$ cat config.mk
export PLATFORM = sky130hd
export DESIGN_NAME = display_dither_pmod3
export DESIGN_NICKNAME = d
export VERILOG_FILES = /design/src/rtl/display_dither_pkg.sv /design/src/rtl/dither_threshold.sv /design/src/rtl/display_dither_pmod3.sv
export SDC_FILE = /design/constraint.sdc
export NUM_CORES = 1
export LEC_CHECK = 0
export BUFFER_PORTS_ARGS = -buffer_cell sky130_fd_sc_hd__buf_2
export CAP_MARGIN = 20
export CORE_MARGIN = 10
export CORE_UTILIZATION = 40
export CTS_CLUSTER_DIAMETER = 150
export CTS_CLUSTER_SIZE = 40
export DETAILED_ROUTE_END_ITERATION = 6
export PLACE_DENSITY = 0.81
export SETUP_SLACK_MARGIN = 0.4
export SKIP_CTS_REPAIR_TIMING = 1
export SLEW_MARGIN = 20
export SYNTH_ARGS = -nofsm -noshare
export SYNTH_HDL_FRONTEND = slang
export SYNTH_HIERARCHICAL = 1
export SYNTH_SLANG_ARGS = --single-unit
$ cat constraint.sdc
create_clock -name i_pix_clk -period 1.5 [get_ports i_pix_clk]
set_input_delay 0.225 -clock i_pix_clk [delete_from_list [all_inputs] [get_ports i_pix_clk]]
set_output_delay 0.225 -clock i_pix_clk [all_outputs]
set_load 0.05 [all_outputs]
$ cat src/rtl/display_dither_pkg.sv
// Shared tables for the 3-bit Pmod output stage: Bayer thresholds, per-frame
// pattern offsets and the pipeline pixel bundle.
package display_dither_pkg;

    typedef struct packed {
        logic [1:0] fx;
        logic [1:0] fy;
    } offset_t;

    typedef struct packed {
        logic       hs;
        logic       vs;
        logic       de;
        logic [7:0] r;
        logic [7:0] g;
        logic [7:0] b;
    } pix_t;

    // Indexed as {y, x}
    localparam logic [3:0] BAYER4 [16] = '{
        4'd0,  4'd8,  4'd2,  4'd10,
        4'd12, 4'd4,  4'd14, 4'd6,
        4'd3,  4'd11, 4'd1,  4'd9,
        4'd15, 4'd7,  4'd13, 4'd5
    };

    localparam offset_t OFFSETS [4] = '{
        '{fx: 2'd0, fy: 2'd0},
        '{fx: 2'd2, fy: 2'd2},
        '{fx: 2'd2, fy: 2'd0},
        '{fx: 2'd0, fy: 2'd2}
    };

    // Centres each threshold inside its 16-code bucket
    localparam logic [3:0] T_LSB = 4'b1000;

    function automatic logic dither_lit(input logic [7:0] c, input logic [3:0] t);
        return c >= {t, T_LSB};
    endfunction

endpackage

$ cat src/rtl/dither_threshold.sv
// Purpose: maps screen position low bits plus frame count to a 4-bit Bayer threshold.
// Latency: combinational.
// Backpressure: none; pure function of its inputs.
module dither_threshold
    import display_dither_pkg::*;
#(
    parameter bit TEMPORAL = 1'b1
) (
    input  logic [1:0] i_x,
    input  logic [1:0] i_y,
    input  logic [1:0] i_frame_cnt,
    output logic [3:0] o_t
);

    offset_t    w_off;
    logic [1:0] w_x;
    logic [1:0] w_y;

    always_comb begin
        w_off = '0;
        if (TEMPORAL) begin
            w_off = OFFSETS[i_frame_cnt];
        end
    end

    // 2-bit adds wrap mod 4, which is exactly the tile wrap
    assign w_x = i_x + w_off.fx;
    assign w_y = i_y + w_off.fy;
    assign o_t = BAYER4[{w_y, w_x}];

endmodule

$ cat src/rtl/display_dither_pmod3.sv
// Purpose: 8-bit RGB to 1-bit-per-channel ordered dither driving the DVI Pmod pins.
// Latency: 2 cycles for colour, sync and enable alike.
// Backpressure: none; accepts one pixel every clock.
module display_dither_pmod3
    import display_dither_pkg::*;
#(
    parameter bit DITHER   = 1'b1,
    parameter bit TEMPORAL = 1'b1,
    parameter bit H_POL    = 1'b0,
    parameter bit V_POL    = 1'b0
) (
    input  logic        i_pix_clk,
    input  logic        i_rst,
    input  logic [15:0] i_sx,
    input  logic [15:0] i_sy,
    input  logic        i_hs,
    input  logic        i_vs,
    input  logic        i_de,
    input  logic        i_frame,
    input  logic [7:0]  i_red,
    input  logic [7:0]  i_green,
    input  logic [7:0]  i_blue,
    output logic        o_hs,
    output logic        o_vs,
    output logic        o_de,
    output logic        o_red,
    output logic        o_green,
    output logic        o_blue
);

    localparam pix_t PIX_IDLE = '{hs: !H_POL, vs: !V_POL, de: 1'b0,
                                  r: 8'd0, g: 8'd0, b: 8'd0};

    logic [1:0] r_frame_cnt;
    pix_t       r_s1;
    logic [3:0] r_t;
    logic [3:0] w_t;
    logic       w_red;
    logic       w_green;
    logic       w_blue;
    logic       w_unused;

    // Only the tile position matters; the rest of the coordinate is ignored
    assign w_unused = ^{i_sx[15:2], i_sy[15:2]};

    dither_threshold #(
        .TEMPORAL (TEMPORAL && DITHER)
    ) u_thresh (
        .i_x         (i_sx[1:0]),
        .i_y         (i_sy[1:0]),
        .i_frame_cnt (r_frame_cnt),
        .o_t         (w_t)
    );

    always_comb begin
        w_red   = r_s1.r[7];
        w_green = r_s1.g[7];
        w_blue  = r_s1.b[7];
        if (DITHER) begin
            w_red   = dither_lit(r_s1.r, r_t);
            w_green = dither_lit(r_s1.g, r_t);
            w_blue  = dither_lit(r_s1.b, r_t);
        end
    end

    always_ff @(posedge i_pix_clk or posedge i_rst) begin
        if (i_rst) begin
            r_frame_cnt <= 2'd0;
            r_s1        <= PIX_IDLE;
            r_t         <= 4'd0;
            o_hs        <= !H_POL;
            o_vs        <= !V_POL;
            o_de        <= 1'b0;
            o_red       <= 1'b0;
            o_green     <= 1'b0;
            o_blue      <= 1'b0;
        end else begin
            // Pixel sampled on the same edge as i_frame still sees the old count
            if (i_frame) begin
                r_frame_cnt <= r_frame_cnt + 2'd1;
            end
            r_s1    <= '{hs: i_hs, vs: i_vs, de: i_de, r: i_red, g: i_green, b: i_blue};
            r_t     <= w_t;
            o_hs    <= r_s1.hs;
            o_vs    <= r_s1.vs;
            o_de    <= r_s1.de;
            o_red   <= r_s1.de & w_red;
            o_green <= r_s1.de & w_green;
            o_blue  <= r_s1.de & w_blue;
        end
    end

endmodule
==> results_dict.tcl <==
set metrics [dict create \
    status "finished, final reports clean" \
    grt_pass1_vias 705 \
    cts.sinks 30 \
    relSlewSlack 0.770 \
    area_growth_pct 43.6 \
    syn-instance-count 72 \
    drc_errors 0 \
    fin_cells 154 \
    power_density_nw_per_um2 1260 \
    synth_nets 146 \
    start_util 0.429 \
    ant_nets 0 \
    gp_congestion 0.720 \
    cp.arrival_ns 1.45 \
    cap_violations 0 \
    yosysSeqAreaShare 0.692 \
    crit_path_max_incr_delay_ns 0.38 \
    cts_made_buffers 5 \
    coreArea_um2 2540 \
    netlist_area_um2 1090 \
    yosysUniqueCellTypes 13 \
    ys.warnings.count 6 \
    mostFrequentLayoutCell "dfrtp_1" \
    drive_gt1_frac 0.411 \
    avgRoutedWirePerCell_um 13.6 \
    dp.cells 132 \
    holdCritPathClass "in -> reg" \
    rsz0062_at_grt "true" \
    drt_iter0_markers 10 \
    tightest_slew_ns 0.346 \
    root_buffer "clkbuf_4" \
    peakVddDrop_mv 1.02 \
    grt_remaining_overflow 0 \
    finalMaxSlewViolations 0 \
    endpoint_kind "register" \
    tns_ns 0 \
    drt_pass1_iterations 4 \
    layout_common_cells "dfrtp_1 (26), buf_2 (24), dlygate4sd3_1 (14), ha_1 (11)" \
    post-route-util 0.617 \
    crit_end "o_green" \
    vias 690 \
    antenna_found_initial 0 \
    dieArea_um2 5220 \
    ff2ff_path_depth 5 \
    diodes 0 \
    crit_required_ns 1.71 \
    finalHoldViolations 0 \
    clk_latency_ns 0.32 \
    drt-total-wl_mm 2.10 \
    fmax_mhz 805 \
    die_h_um 72.3 \
    path_cells "inv_2, ha_1, a21oi_2, o22ai_2, o21a_1" \
    skew_ns 0.00915 \
    post_synth.cell_area_avg_um2 15.2 \
    path_class "reg -> reg" \
    clk_path_buf_depth 2 \
    crit_fanout 3 \
    p_leak_nw 0.772 \
    hpwl_mm 1.54 \
    fin_nets 197 \
    drt-vias-per-instance 4.48 \
    grt_usage 0.0792 \
    ys_top_cells_by_area "dfrtp_1 (60%), ha_1 (14%), dfstp_2 (9.6%), a21oi_1 (2.7%), inv_1 (2.7%)" \
    ys_ff_latch 30 \
    grt_max_degree 31 \
    grt_pass1_wl_mm 3.15 \
    htreeDepth 2 \
    die_width_um 72.3 \
    setup-violations-final 0 \
    core.rowCount 18 \
    timing.rr.start "r_t[0]" \
    period_share 0.828 \
    nFillCells 207 \
    reg2reg_to "o_green" \
    cts_tree "done" \
    clk_pin_slew_ns 0.08 \
    synth_top_area_share 0.596 \
    portBuffers 30 \
    cp_slowest_cell "dfrtp_1" \
    cp-start-kind "register" \
    crit_start "r_t[0]" \
    min_period_ns 1.24 \
    total_power_mw 1.97 \
    yosys.area.top_type "dfrtp_1" \
    whs_ns 0.0103 \
    rrSetupSlack_ns 0.26 \
    ioPinCount 68 \
]
## report_power, final
| part | total, mW | switching (mW) | internal [mW] |
|---|---|---|---|
| Combinational | 0.535 | 0.268 | 0.267 |
| Clock | 0.469 | 0.238 | 0.231 |
| Sequential | 0.969 | 0.0553 | 0.913 |
| Total | 1.97 | 0.562 | 1.41 |
## per-stage QoR
stage                     area (um^2)  setup slack (ns)
after floorplan                  1090             0.388
after global placement           1280             0.258
after detailed placement         1280             0.226
after CTS                        1340             0.184
after global routing             1570             0.208
final                            1570             0.258
## synthesized netlist by cell type
library cell and instances:
a21oi_1 6, o22ai_1 3, o21a_1 3, inv_1 8, dfstp_2 4, xor2_1 3, ha_1 12, buf_4 1
nand2_1 1, nand3_1 3, xor3_1 1, xnor2_1 1, dfrtp_1 26
## routing by layer
| metal | vias up | wire, um | track usage | share of wire |
|---|---|---|---|---|
| li1 | 343 | - | - | - |
| met1 | 317 | 841 | 0.0909 | 0.40 |
| met2 | 26 | 1060 | 0.119 | 0.51 |
| met3 | 4 | 141 | 0.0367 | 0.067 |
| met4 | 0 | 54 | 0.0452 | 0.026 |
| met5 | - | 0 | 0 | 0 |
## state kept, by name, summed over array words and instances, names as in the netlist
register,cells
o_blue,1
r_t,4
r_s1,18
o_hs,1
o_green,1
r_frame_cnt,2
o_vs,1
o_de,1
o_red,1
## critical path: cells and delay by family (launching register included)
family          cells  cell delay, ns
compound gates      3            0.42
flops               1            0.38
fa+ha+maj           1            0.24
buf+inv             1            0.09
## final cells by class
cell class | instances | area, um^2 | area share
multi-input cells | 33 | 344 | 0.219
flip-flops and latches | 30 | 756 | 0.482
clock buffers | 8 | 58.8 | 0.0375
repair buffers | 45 | 343 | 0.219
inverters | 8 | 30.0 | 0.0191
well taps | 30 | 37.5 | 0.0239
## cells by family after synthesis
logic type / after synthesis / share of synthesized area
XOR/XNOR: 5 / 0.0538
AND/OR/NAND/NOR: 4 / 0.0172
AO/OA/AOI/OAI: 12 / 0.0653
adder cells (fa/ha/maj): 12 / 0.137
flip-flops: 30 / 0.692
buffers and inverters: 9 / 0.0344
## worst min path at each step
stage / startpoint / endpoint / slack (ns) / depth (start not counted)
2_1_floorplan: i_vs / r_s1[25] / 0.23 / 0
3_3_place_gp: i_rst / r_s1[4] / 0.29 / 3
3_5_place_dp: i_rst / r_s1[3] / 0.32 / 3
4_1_cts: i_rst / r_s1[3] / -0.03 / 3
5_1_grt: i_red[4] / r_s1[20] / -0.004 / 1
6_report: i_green[7] / r_s1[15] / 0.01 / 1
Note: power is estimated with default switching activity, not from simulation.
